--- config.mk ---
export PLATFORM = sky130hd
export DESIGN_NAME = maxpool_seq_flat
export DESIGN_NICKNAME = d
export VERILOG_FILES = /design/src/rtl/maxpool_seq_if.sv /design/src/rtl/maxpool_seq.sv /design/src/flat_wrapper.sv
export SDC_FILE = /design/constraint.sdc
export NUM_CORES = 1
export LEC_CHECK = 0
export BUFFER_PORTS_ARGS = -buffer_cell sky130_fd_sc_hd__clkbuf_2
export CAP_MARGIN = 5
export CORE_MARGIN = 2
export CORE_UTILIZATION = 35
export CTS_BUF_LIST = sky130_fd_sc_hd__clkbuf_16
export DETAILED_ROUTE_END_ITERATION = 8
export PLACE_DENSITY = 0.55
export SYNTH_ARGS = -nofsm -noshare
export SYNTH_HDL_FRONTEND = slang
export SYNTH_SLANG_ARGS = --single-unit
--- constraint.sdc ---
create_clock -name clk -period 2.25 [get_ports clk]
set_input_delay 0.1125 -clock clk [delete_from_list [all_inputs] [get_ports clk]]
set_output_delay 0.1125 -clock clk [all_outputs]
set_load 0.1 [all_outputs]
--- src/rtl/maxpool_seq_if.sv ---
// rtl/maxpool_seq_if.sv - stream handshake bundle between a feature source, the pool and its consumer
interface maxpool_seq_if #(
    parameter int DATA_W = 4,
    parameter int IDX_W  = 4
);
    logic [DATA_W-1:0] in_data;
    logic              in_valid;
    logic              in_ready;
    logic [DATA_W-1:0] out_data;
    logic [IDX_W-1:0]  out_idx;
    logic              out_valid;
    logic              out_ready;

    // master: feature source plus result consumer; slave: the pooling block
    modport master (
        output in_data, in_valid, out_ready,
        input  in_ready, out_data, out_idx, out_valid
    );

    modport slave (
        input  in_data, in_valid, out_ready,
        output in_ready, out_data, out_idx, out_valid
    );
endinterface

--- src/rtl/maxpool_seq.sv ---
// rtl/maxpool_seq.sv - sequential max-pool with argmax over WIN-element windows
module maxpool_seq #(
    parameter int DATA_W = 4,
    parameter int WIN    = 4,
    parameter int IDX_W  = 4
) (
    input  logic                clk,
    input  logic                rst,
    maxpool_seq_if.slave        bus,
    output logic [15:0]         win_cnt
);

    typedef enum logic {
        ACC = 1'b0,
        OUT = 1'b1
    } state_e;

    localparam logic [IDX_W-1:0] LAST_POS = IDX_W'(WIN - 1);

    state_e            state_q, state_d;
    logic [IDX_W-1:0]  pos_q, pos_d;
    logic [DATA_W-1:0] max_q, max_d;
    logic [IDX_W-1:0]  idx_q, idx_d;
    logic [15:0]       win_cnt_q, win_cnt_d;
    logic              accept;
    logic              produce;

    assign accept  = bus.in_valid && (state_q == ACC);
    assign produce = bus.out_ready && (state_q == OUT);

    always_ff @(posedge clk or posedge rst) begin
        if (rst) begin
            state_q   <= ACC;
            pos_q     <= '0;
            max_q     <= '0;
            idx_q     <= '0;
            win_cnt_q <= '0;
        end else begin
            state_q   <= state_d;
            pos_q     <= pos_d;
            max_q     <= max_d;
            idx_q     <= idx_d;
            win_cnt_q <= win_cnt_d;
        end
    end

    always_comb begin
        state_d   = state_q;
        pos_d     = pos_q;
        max_d     = max_q;
        idx_d     = idx_q;
        win_cnt_d = win_cnt_q;

        if (accept) begin
            // first element seeds the window; later ones replace only on a strictly larger value
            if (pos_q == '0) begin
                max_d = bus.in_data;
                idx_d = '0;
            end else if (bus.in_data > max_q) begin
                max_d = bus.in_data;
                idx_d = pos_q;
            end

            if (pos_q == LAST_POS) begin
                pos_d   = '0;
                state_d = OUT;
            end else begin
                pos_d = pos_q + IDX_W'(1);
            end
        end

        if (produce) begin
            state_d   = ACC;
            win_cnt_d = win_cnt_q + 16'd1;
        end
    end

    assign bus.in_ready  = (state_q == ACC);
    assign bus.out_valid = (state_q == OUT);
    assign bus.out_data  = max_q;
    assign bus.out_idx   = idx_q;
    assign win_cnt       = win_cnt_q;

endmodule

--- src/flat_wrapper.sv ---
// flat-port wrapper written by rule: the top's interface ports become plain ports
module maxpool_seq_flat 
#(
    parameter int DATA_W = 4,
    parameter int WIN    = 4,
    parameter int IDX_W  = 4
)
  (clk, rst, win_cnt, bus_in_data, bus_in_valid, bus_out_ready, bus_in_ready, bus_out_data, bus_out_idx, bus_out_valid);
  maxpool_seq_if #(.DATA_W(DATA_W), .IDX_W(IDX_W)) bus_i ();
  input  logic clk;
  input  logic rst;
  output logic [15:0] win_cnt;
  input wire logic [$bits(bus_i.in_data)-1:0] bus_in_data;
  input wire logic [$bits(bus_i.in_valid)-1:0] bus_in_valid;
  input wire logic [$bits(bus_i.out_ready)-1:0] bus_out_ready;
  output wire logic [$bits(bus_i.in_ready)-1:0] bus_in_ready;
  output wire logic [$bits(bus_i.out_data)-1:0] bus_out_data;
  output wire logic [$bits(bus_i.out_idx)-1:0] bus_out_idx;
  output wire logic [$bits(bus_i.out_valid)-1:0] bus_out_valid;
  assign bus_i.in_data = bus_in_data;
  assign bus_i.in_valid = bus_in_valid;
  assign bus_i.out_ready = bus_out_ready;
  assign bus_in_ready = bus_i.in_ready;
  assign bus_out_data = bus_i.out_data;
  assign bus_out_idx = bus_i.out_idx;
  assign bus_out_valid = bus_i.out_valid;
  maxpool_seq #(.DATA_W(DATA_W), .WIN(WIN), .IDX_W(IDX_W)) u_core (.clk(clk), .rst(rst), .bus(bus_i), .win_cnt(win_cnt));
endmodule
==> metrics.md, run 1 <==
| Metric | Value |
|---|---|
| Status | `finished, final reports clean` |
| Worst flop-to-flop path startpoint | `u_core.bus.out_data[3]$_DFFE_PP0P_` |
| Final worst-path cycle share | `83.0%` |
| Slew HR | `37.7%` |
| Post-cts gate resize count | `0` |
| Final Max Slew Viols | `0` |
| Number of buffers created by CTS | `5` |
| Mapped Area | `1380 sq um` |
| Total GRT Usage | `13.9%` |
| WP data required | `2.40 ns` |
| # DRC | `0` |
| Synth unique cells | `30` |
| IO buf count | `33` |
| WS Path Type | `flip-flop to flip-flop` |
| Fmax | `535 MHz` |
| Gpl congestion | `0.769` |
| Most frequent cells in the layout | `clkbuf_2 (33), dfrtp_1 (25), xnor2_1 (12)` |
| Number of global-route vias before repair | `1,074` |
| Clock Skew | `0.00526 ns` |
| Post-Syn Nets | `135` |
| Largest net degree at the start of global routing | `25` |
| TNS Setup | `0 ns` |
| Clk root buf | `clkbuf_16` |
| WL/cell | `12.5 um` |
| Filler cell count | `379` |
| Antenna Violating Nets Remaining | `0` |
| Tot Pwr | `0.00258 W` |
| Ant diodes | `0` |
| Via Count | `1,019` |
| Syn avg cell area | `11.5 sq um` |
| Fin. Hold Viols | `0` |
| Final wirelength | `2630 um` |
| Finish-stage setup viols | `0` |
| Main area contributors after synthesis | `dfrtp_1 (52%), xnor2_1 (7.6%), ha_1 (6.3%), mux2_2 (4.9%), nand2_1 (3.0%)` |
| Cells after Synth | `120` |
| Die Ht | `66.9 um` |
| Pwr dens | `1470 nW/um^2` |
| # H-tree levels | `2` |
| Post-synthesis sequential area ratio | `52.4%` |
| Yosys top cell area share | `52.4%` |
| TritonCTS clock tree | `yes` |
| Layout cells sized above 1 | `35.2%` |
| Seq cells post-synth | `29` |
| Global-route wire length before repair | `4660 um` |
| Clock latency on the worst-skew pair | `0.26 ns` |
| Yosys top cell by area | `dfrtp_1` |
| Global route overflow | `0` |
| Initial antenna violation count | `0` |
| Leak Pwr | `0.882 nW` |
| Row count | `22` |
| YS warnings | `0` |
| Worst Setup End Kind | `flip-flop` |
| Utilization after layout | `47.1%` |
| Vias per inst | `4.85` |
| Core Area | `3740 sq um` |
| Area grow syn2layout | `27.3%` |
| Register area | `731 sq um` |
| Post-layout nets | `176` |
| Crit Path Max Fanout | `3` |
| HP Class | `input pin to async pin` |
| Starting Density | `37.0%` |
| Die width | `66.9 um` |
| Hold buffer count at CTS | `0` |
| Commonest non-fill, non-tap cell in the layout | `clkbuf_2` |
| Clock slew at reported path FFs | `0.05 ns` |
| RSZ-0062 raised after global routing | `false` |
| Num Clock Sinks | `29` |
| Hold Slack | `0.0377 ns` |
| Worst vdd ir | `905 uV` |
| Slew @ Worst Pin | `0.933 ns` |
| WP data arrival | `2.02 ns` |
| CP startpoint kind | `flip-flop` |
| DRT Pass-1 Iters | `4` |
| Post-CTS Setup Inserts | `0` |
| Maximum buffer depth of the clock tree | `2` |
| Launch point of the worst path | `u_core.bus.out_data[3]$_DFFE_PP0P_` |
| Minimum clock period | `1.87 ns` |
| IO Count | `34` |
| Die ar. | `4470 sq um` |
| DPL Wire Length | `2020 um` |
| First DRT Iteration DRCs | `37` |
| Max_cap viols | `0` |
| Multi-input logic area | `624 sq um` |
[flip-flops by register name, indices dropped and copies added (netlist names)]
name                  count
u_core.bus.out_data       4
u_core.bus.out_idx        4
u_core.bus.out_valid      1
u_core.pos_q              4
u_core.win_cnt           16
[power breakdown]
group / switching [W] / internal, W / leakage (nW)
clock: 0.000199 / 0.000395 / 0.0738
combinational: 0.000962 / 0.000284 / 0.433
sequential: 0.000105 / 0.000637 / 0.375
[synthesized netlist by cell type]
library cell and count:
and4_1 1, o22ai_1 1, nor3b_2 1, and2b_1 1, o211ai_1 1, xor2_1 4
nor2b_1 2, nor3_1 1, nor4_1 1, and3_1 2, o21ai_1 1, a21oi_1 1
nor2_1 5, a21oi_4 1, or3b_2 1, or2_2 1, nand4_1 5, mux2_2 6
dfrtp_1 29, nor4_2 1, inv_1 9, nand3_1 7, ha_1 7, or2b_1 1
a21o_1 1, mux2_4 2, a32o_1 1, o21ai_0 3, xnor2_1 12, nand2_1 11
[cell families after synthesis]
family | synth area share, %
adders and majority gates | 6.33
AOI/OAI and AO/OA | 5.24
and+or+nand+nor | 16.4
xor gates and xnor gates | 10.1
buffers and inverters | 2.44
DFF | 52.4
muxes | 7.05
[stage by stage]
stage,instances,setup slack [ns],area [sq um]
CTS,210,0.410,1760
global route,210,0.280,1760
detailed placement,202,0.416,1630
global placement,202,0.465,1630
finish,210,0.382,1760
floorplan,120,0.0760,1390
[worst paths after layout]
| check | end | slack [ns] | cells past startpoint |
|---|---|---|---|
| max | u_core.bus.out_idx[3]$_DFFE_PP0P_ | 0.38 | 6 |
| min | u_core.bus.out_idx[3]$_DFFE_PP0P_ | 0.04 | 2 |
| max reg2reg | u_core.bus.out_idx[3]$_DFFE_PP0P_ | 0.38 | 6 |
| min reg2reg | u_core.win_cnt[15]$_DFFE_PP0P_ | 0.47 | 1 |
| max in group asynchronous | u_core.win_cnt[14]$_DFFE_PP0P_ | 1.58 | 3 |
| min in group clk | u_core.bus.out_valid$_DFFE_PP0P_ | 0.10 | 2 |
[per-layer routing]
metal / track usage, % / part of all wire [%] / vias to the layer above
li1: - / - / 498
met1: 17.0 / 46 / 495
met2: 22.8 / 47 / 24
met3: 5.07 / 5.3 / 2
met4: 4.59 / 0.76 / 0
met5: 0 / 0 / -
[worst max-delay path: stages, from the launching register on]
cell	delay, ns
dfrtp_2	0.36
inv_1	0.04
ha_1	0.32
a21oi_1	0.18
nor2b_1	0.30
a21o_1	0.25
mux2_4	0.31
[area by class of cell]
class | count | area share (%)
Multi-Input combinational cell | 82 | 35.4
Sequential cell | 29 | 41.5
Inverter | 9 | 2.13
Clock inverter | 3 | 0.639
Clock buffer | 5 | 7.10
Tap cell | 48 | 3.41
Timing Repair Buffer | 34 | 9.80
(Power assumes the default switching activity.)
==> run 2, diff against run 1 <==
Settings changed: ABC_AREA set to 1.
Clock period 2.25 ns to 1.75 ns, I/O delays scaled along.
==> run 2 against run 1 <==
Register-to-register slack got worse by 0.19 ns. Total power grew 37%. Combinational power increased by 36%. Utilization up 0.17 points. Worst hold slack worse by 0.013 ns. Synthesized cell count is 40% higher. Largest cell class unchanged. Global-route usage up 0.35 points. Synthesized area is 5.7% higher.
==> metrics.md, run 2 <==
| Metric | Value |
|---|---|
| Slew @ Worst Pin | `0.547 ns (-0.385 ns)` |
| CP startpoint kind | `flip-flop` |
| Filler cell count | `396 (+4.5%)` |
| Max reg flops | `16 (unchanged)` |
| Number of buffers created by CTS | `5 (unchanged)` |
| Max_cap viols | `0 (unchanged)` |
| First DRT Iteration DRCs | `59 (+59%)` |
| Main area contributors after synthesis | `dfrtp_1 (50%), nand2_1 (11%), inv_1 (7.4%), ha_1 (6.0%), xnor2_1 (5.4%)` |
| Die width | `68.6 um (+2.6%)` |
| Syn avg cell area | `8.71 sq um (-25%)` |
| Slew HR | `63.7% (+26 points)` |
| WP data required | `1.91 ns (-0.49 ns)` |
| IO Count | `34 (unchanged)` |
| Initial antenna violation count | `0 (unchanged)` |
| Simple-gate portion of the synthesized area | `26.5% (+10 points)` |
| Worst vdd ir | `966 uV (+6.8%)` |
| Die Ht | `68.6 um (+2.6%)` |
| Post-synthesis compound-gate area fraction | `1.71% (-3.5 points)` |
| Post-CTS Setup Inserts | `0 (unchanged)` |
| HP Class | `input pin to flip-flop` |
| TritonCTS clock tree | `yes` |
| Seq cells post-synth | `29 (unchanged)` |
| Multi-input logic area | `631 sq um (+1.0%)` |
| Post-synthesis sequential area ratio | `49.6% (-2.8 points)` |
| Gpl congestion | `0.838 (+9.0%)` |
| Clock slew at reported path FFs | `0.05 ns (about the same)` |
| Post-Layout Cell Count | `261 (+24%)` |
| TNS Setup | `0 ns (unchanged)` |
| Post-layout nets | `225 (+28%)` |
| Utilization after layout | `47.2% (+0.17 points)` |
| Finish-stage setup viols | `0 (unchanged)` |
| Total GRT Usage | `14.3% (+0.35 points)` |
| Area grow syn2layout | `29.2%` |
| YS warnings | `0 (unchanged)` |
| Mapped Area | `1460 sq um (+5.7%)` |
| Minimum clock period | `1.55 ns (-0.314 ns)` |
| Critical path's largest stage delay | `0.41 ns (+0.05 ns)` |
| # DRC | `0 (unchanged)` |
| Tot Pwr | `0.00353 W (+37%)` |
| Largest net degree at the start of global routing | `30 (+20%)` |
| Vias per inst | `4.36 (-10%)` |
| Cell family with most CP delay | `simple AND/OR/NAND/NOR gates` |
| Status | `finished, final reports clean` |
| Post-Synth Adder-Cell Area | `5.99% (-0.34 points)` |
| RSZ-0062 raised after global routing | `false` |
| Final wirelength | `2860 um (+8.6%)` |
| Placed insts | `252 (+25%)` |
| Row count | `23 (+4.5%)` |
| DPL Wire Length | `2180 um (+8.2%)` |
| Worst-path cell chain | `inv_1 -> ha_1 -> nand2_1 -> inv_1 -> nand2_1 -> nand2_1 -> nand2_1 -> nand2_2 -> nand2_4 -> nand2_1 -> nand2_1` |
| Clk root buf | `clkbuf_16` |
| WP data arrival | `1.71 ns (-0.31 ns)` |
| Yosys top cell area share | `49.6% (-2.8 points)` |
| Antenna Violating Nets Remaining | `0 (unchanged)` |
| Synth Flop Type | `dfrtp_1` |
| Via Count | `1,139 (+12%)` |
| Crit Path Max Fanout | `8 (+5)` |
| # H-tree levels | `2 (unchanged)` |
| Pwr dens | `1870 nW/um^2 (+28%)` |
| Fmax | `644 MHz (+20%)` |
| DRT Pass-1 Iters | `4 (unchanged)` |
| Mux contribution to synthesized area | `0% (-7.1 points)` |
| CP bufs+invs | `2 (+1)` |
| Worst Setup End Kind | `flip-flop` |
| Cells after Synth | `168 (+40%)` |
| Commonest non-fill, non-tap cell in the layout | `nand2_1` |
| Crit-path most repeated cell | `nand2_1` |
| WL/cell | `10.9 um (-13%)` |
| Clock Skew | `0.00270 ns (-0.00255 ns)` |
| Layout cells sized above 1 | `29.9% (-5.3 points)` |
| Maximum buffer depth of the clock tree | `2 (unchanged)` |
| Hold Slack | `0.0246 ns (-0.0130 ns)` |
| Top cells by count, synth | `nand2_1 (44), dfrtp_1 (29), inv_1 (29), nand3_1 (13)` |
| Yosys top cell by area | `dfrtp_1` |
| Post-synthesis xor/xnor area fraction | `8.38% (-1.7 points)` |
| Clock latency on the worst-skew pair | `0.27 ns (about the same)` |
| Global route overflow | `0 (unchanged)` |
| Ant diodes | `0 (unchanged)` |
| Most common cell in the netlist | `nand2_1` |
| Number of global-route vias before repair | `1,089 (+1.4%)` |
| Largest family of logic cells by synthesized area | `simple AND/OR/NAND/NOR gates` |
| Global-route wire length before repair | `4820 um (+3.4%)` |
| WS Path Type | `flip-flop to flip-flop` |
| Final worst-path cycle share | `88.8% (+5.8 points)` |
| Post-Syn Nets | `183 (+36%)` |
| Core Area | `4000 sq um (+6.9%)` |
| Fin. Hold Viols | `0 (unchanged)` |
| Die ar. | `4710 sq um (+5.3%)` |
| Post-synth ARST share | `100% (unchanged)` |
| Num Clock Sinks | `29 (unchanged)` |
| IO buf count | `33 (unchanged)` |
| Most frequent cells in the layout | `nand2_1 (43), clkbuf_2 (33), inv_1 (31)` |
| Leak Pwr | `1.03 nW (+17%)` |
| Register area | `757 sq um (+3.6%)` |
| Final Max Slew Viols | `0 (unchanged)` |
| Post-synth EDFFs | `0 (unchanged)` |
| CP max-delay cell | `dfrtp_4` |
| Synth unique cells | `19 (-37%)` |
| Starting Density | `36.6% (-0.40 points)` |
-- run 2: what timing repair did --
item                                    4_1_cts  5_1_grt
endpoints found under the hold margin        29        0
gates resized for setup                       0        2
endpoints found under the setup margin        0        8
hold buffers                                  1        0
-- run 2: path summary, 6_finish.rpt --
path                                                      endpoint  slack (ns)  depth (start not counted)                          startpoint
worst min-delay path              u_core.bus.out_valid$_DFFE_PP0P_        0.02                          2                       bus_out_ready
min in group asynchronous         u_core.bus.out_valid$_DFFE_PP0P_        0.41                          4                                 rst
worst max register to register  u_core.bus.out_data[1]$_DFFE_PP0P_        0.20                         11  u_core.bus.out_data[3]$_DFFE_PP0P_
max in group asynchronous            u_core.win_cnt[0]$_DFFE_PP0P_        1.04                          4                                 rst
worst min register to register      u_core.win_cnt[15]$_DFFE_PP0P_        0.47                          1      u_core.win_cnt[15]$_DFFE_PP0P_
worst max-delay path            u_core.bus.out_data[1]$_DFFE_PP0P_        0.20                         11  u_core.bus.out_data[3]$_DFFE_PP0P_
-- run 2: kinds of logic (layout without fill, tap and decap cells) --
| family | count (synthesis) | in the layout |
|---|---|---|
| and+or+nand+nor | 83 | 83 |
| AOI/OAI and AO/OA | 5 | 5 |
| buffers and inverters | 30 | 73 |
| xor gates and xnor gates | 14 | 14 |
| DFF | 29 | 29 |
| adders and majority gates | 7 | 7 |
-- run 2: stage by stage --
step	cell area (sq um)	setup WS [ns]
2_1_floorplan	1500	-0.0241
3_3_place_gp	1740	0.152
3_5_place_dp	1740	0.100
4_1_cts	1880	0.0925
5_1_grt	1890	0.0402
6_report	1890	0.196
-- run 2: per-layer routing --
metal  global-route usage (%)  vias up  part of all wire, %
met2                     22.2       17                   47
met5                        0        -                    0
met1                     17.4      512                   46
met4                     6.75        0                  2.0
li1                         -      603                    -
met3                     5.36        7                  4.4
-- run 2: area by class of cell --
cell class / count / area share [%]
flip-flops and latches: 29 / 40.1
multi-input cells: 109 / 33.4
repair buffers: 36 / 10.1
clock buffers: 5 / 6.62
inverters: 29 / 5.96
well taps: 50 / 3.31
clock inverters: 3 / 0.596
-- run 2: power breakdown --
part | switching, W | internal, W
clock | 0.000271 | 0.000508
combinational | 0.00138 | 0.000314
sequential | 0.000167 | 0.000890
==> run 3, diff against run 2 <==
Settings changed: CORE_ASPECT_RATIO set to 1.5.
==> run 3 against run 2 <==
Clock power increased by 0.5%. Combinational power about the same. Clock skew increased by 0.00071 ns. Die area increased by 0.22%. Via count increased by 5.0%. Clock-buffer cell count unchanged. Setup slack got worse by 0.029 ns. Register-to-register slack got worse by 0.03 ns. Cell area decreased by 0.79%. Non-clock buffer count unchanged. Flip-flop and latch count unchanged. Critical path type unchanged. Largest cell class unchanged.
==> metrics.md, run 3 (synthesis gave the netlist of run 2 again) <==
| Metric | Value |
|---|---|
| Status | `finished, final reports clean` |
| Initial antenna violation count | `0 (unchanged)` |
| Max reg flops | `16 (unchanged)` |
| Tot Pwr | `0.00352 W (-0.44%)` |
| CP bufs+invs | `2 (unchanged)` |
| Maximum buffer depth of the clock tree | `2 (unchanged)` |
| IO buf count | `33 (unchanged)` |
| Critical path's largest stage delay | `0.48 ns (+0.07 ns)` |
| Switching Share | `51.5% (-0.054 points)` |
| Utilization after layout | `46.9% (-0.30 points)` |
| Internal power | `0.00171 W (-0.33%)` |
| Crit-path most repeated cell | `nand2_1` |
| Worst vdd ir | `1160 uV (+20%)` |
| First DRT Iteration DRCs | `32 (-46%)` |
| Worst Setup End Kind | `flip-flop` |
| Gpl congestion | `0.842 (+0.39%)` |
| Die Ht | `83.2 um (+21%)` |
| # H-tree levels | `2 (unchanged)` |
| Clock power share | `22.3% (+0.3 points)` |
| Slew @ Worst Pin | `0.547 ns (-0.0000640 ns)` |
| Clock Skew | `0.00341 ns (+0.000705 ns)` |
| Cell area after layout | `1870 sq um (-0.79%)` |
| Vias per inst | `4.69 (+7.5%)` |
| HP Class | `input pin to flip-flop` |
| Max_cap viols | `0 (unchanged)` |
| Fmax | `632 MHz (-1.8%)` |
| WP data arrival | `1.74 ns (+0.03 ns)` |
| TritonCTS clock tree | `yes` |
| Placed insts | `247 (-2.0%)` |
| DPL Wire Length | `2240 um (+2.8%)` |
| Core Area | `3990 sq um (-0.16%)` |
| WS Path Type | `flip-flop to flip-flop` |
| Post-Layout Cell Count | `255 (-2.3%)` |
| Row count | `28 (+22%)` |
| Post-DP Area | `1730 sq um (-0.36%)` |
| Final worst-path cycle share | `90.5% (+1.7 points)` |
| DRT Pass-1 Iters | `4 (unchanged)` |
| Num Clock Sinks | `29 (unchanged)` |
| CP startpoint kind | `flip-flop` |
| NetSw | `0.00181 W (-0.54%)` |
| Ant diodes | `0 (unchanged)` |
| Leak Pwr | `1.02 nW (-1.3%)` |
| Die width | `56.8 um (-17%)` |
| Filler cell count | `403 (+1.8%)` |
| Layout cells sized above 1 | `30.0% (+0.14 points)` |
| Die ar. | `4720 sq um (+0.22%)` |
| Number of global-route vias before repair | `1,195 (+9.7%)` |
| Clk root buf | `clkbuf_16` |
| Comb power frac | `47.8% (-0.3 points)` |
| # DRC | `0 (unchanged)` |
| Finish-stage setup viols | `0 (unchanged)` |
| Final wirelength | `2940 um (+2.8%)` |
| Hold Slack | `0.0243 ns (-0.000339 ns)` |
| Cell family with most CP delay | `simple AND/OR/NAND/NOR gates` |
| Slew HR | `63.7% (about the same)` |
| Clock latency on the worst-skew pair | `0.27 ns (about the same)` |
| RSZ-0062 raised after global routing | `false` |
| CP max-delay cell | `dfrtp_4` |
| WP data required | `1.91 ns (about the same)` |
| Via Count | `1,196 (+5.0%)` |
| Minimum clock period | `1.58 ns (+0.0292 ns)` |
| Global-route wire length before repair | `5290 um (+9.6%)` |
| Clock slew at reported path FFs | `0.05 ns (about the same)` |
| Total GRT Usage | `14.4% (+0.076 points)` |
| Most frequent cells in the layout | `nand2_1 (43), clkbuf_2 (33), inv_1 (29)` |
| Starting Density | `36.6% (+0.057 points)` |
| Post-CTS Setup Inserts | `0 (unchanged)` |
| Reg power frac | `29.9% (about the same)` |
| Fin. Hold Viols | `0 (unchanged)` |
| Commonest non-fill, non-tap cell in the layout | `nand2_1` |
| IO Count | `34 (unchanged)` |
| Global route overflow | `0 (unchanged)` |
| Area grow syn2layout | `28.1%` |
| Final Max Slew Viols | `0 (unchanged)` |
| Largest net degree at the start of global routing | `30 (unchanged)` |
| Number of buffers created by CTS | `5 (unchanged)` |
| Pwr dens | `1880 nW/um^2 (+0.36%)` |
| Worst-path cell chain | `inv_1 -> ha_1 -> nand2_1 -> inv_1 -> nand3_1 -> nand2_1 -> nand2_2 -> nand2_2 -> nand2_1 -> nand2_1` |
| Antenna Violating Nets Remaining | `0 (unchanged)` |
| WL/cell | `11.5 um (+5.3%)` |
| Crit Path Max Fanout | `8 (unchanged)` |
| Post-layout nets | `225 (unchanged)` |
==> run 3: final cells by class <==
class                   count  area, sq um  area share (%)
flip-flops and latches     29          757            40.4
multi-input cells         109          626            33.4
repair buffers             36          190            10.1
clock buffers               5          125            6.68
inverters                  29          113            6.01
well taps                  45         56.3            3.00
clock inverters             2         7.51           0.401
==> run 3: power by group through the flow <==
stage	Clock, W	Sequential (W)	Combinational (W)
floorplan	0	0.00194	0.000522
global route	0.000844	0.00108	0.00183
detailed placement	0	0.00107	0.00169
finish	0.000783	0.00105	0.00168
CTS	0.000816	0.00105	0.00169
global placement	0	0.00106	0.00166
==> run 3: worst paths after layout <==
check / start / endpoint / slack, ns / depth (start not counted)
min in group asynchronous: rst / u_core.win_cnt[0]$_DFFE_PP0P_ / 0.42 / 4
setup / recovery: u_core.bus.out_data[3]$_DFFE_PP0P_ / u_core.bus.out_data[2]$_DFFE_PP0P_ / 0.17 / 10
setup reg to reg: u_core.bus.out_data[3]$_DFFE_PP0P_ / u_core.bus.out_data[2]$_DFFE_PP0P_ / 0.17 / 10
hold reg to reg: u_core.bus.out_idx[3]$_DFFE_PP0P_ / u_core.bus.out_idx[3]$_DFFE_PP0P_ / 0.47 / 2
max in group asynchronous: rst / u_core.bus.out_data[1]$_DFFE_PP0P_ / 1.04 / 4
hold / removal: bus_out_ready / u_core.bus.out_valid$_DFFE_PP0P_ / 0.02 / 2
==> run 3: routing by layer <==
metal / share of wire (%) / track usage, % / vias up
met5: 0 / 0 / -
met4: 2.1 / 7.40 / 0
met3: 4.2 / 4.52 / 6
met2: 52 / 23.9 / 22
met1: 42 / 16.2 / 561
li1: - / - / 607
==> run 3: worst register-to-register path, stage by stage, from the launching register on <==
cell     delay, ns
dfrtp_4       0.48
inv_1         0.06
ha_1          0.24
nand2_1       0.06
inv_1         0.05
nand3_1       0.09
nand2_1       0.07
nand2_2       0.13
nand2_2       0.14
nand2_1       0.09
nand2_1       0.06
==> run 3: metrics by stage <==
stage	setup WS, ns	TNS [ns]
2_1_floorplan	-0.0241	-0.0241
3_3_place_gp	0.136	0
3_5_place_dp	0.0823	0
4_1_cts	0.0667	0
5_1_grt	0.0262	0
6_report	0.167	0
==> run 3: repair_timing <==
item                       CTS  global route
setup endpoints to repair    0             8
hold endpoints to repair    29             0
gates resized for setup      0             1
hold buffers                 1             0
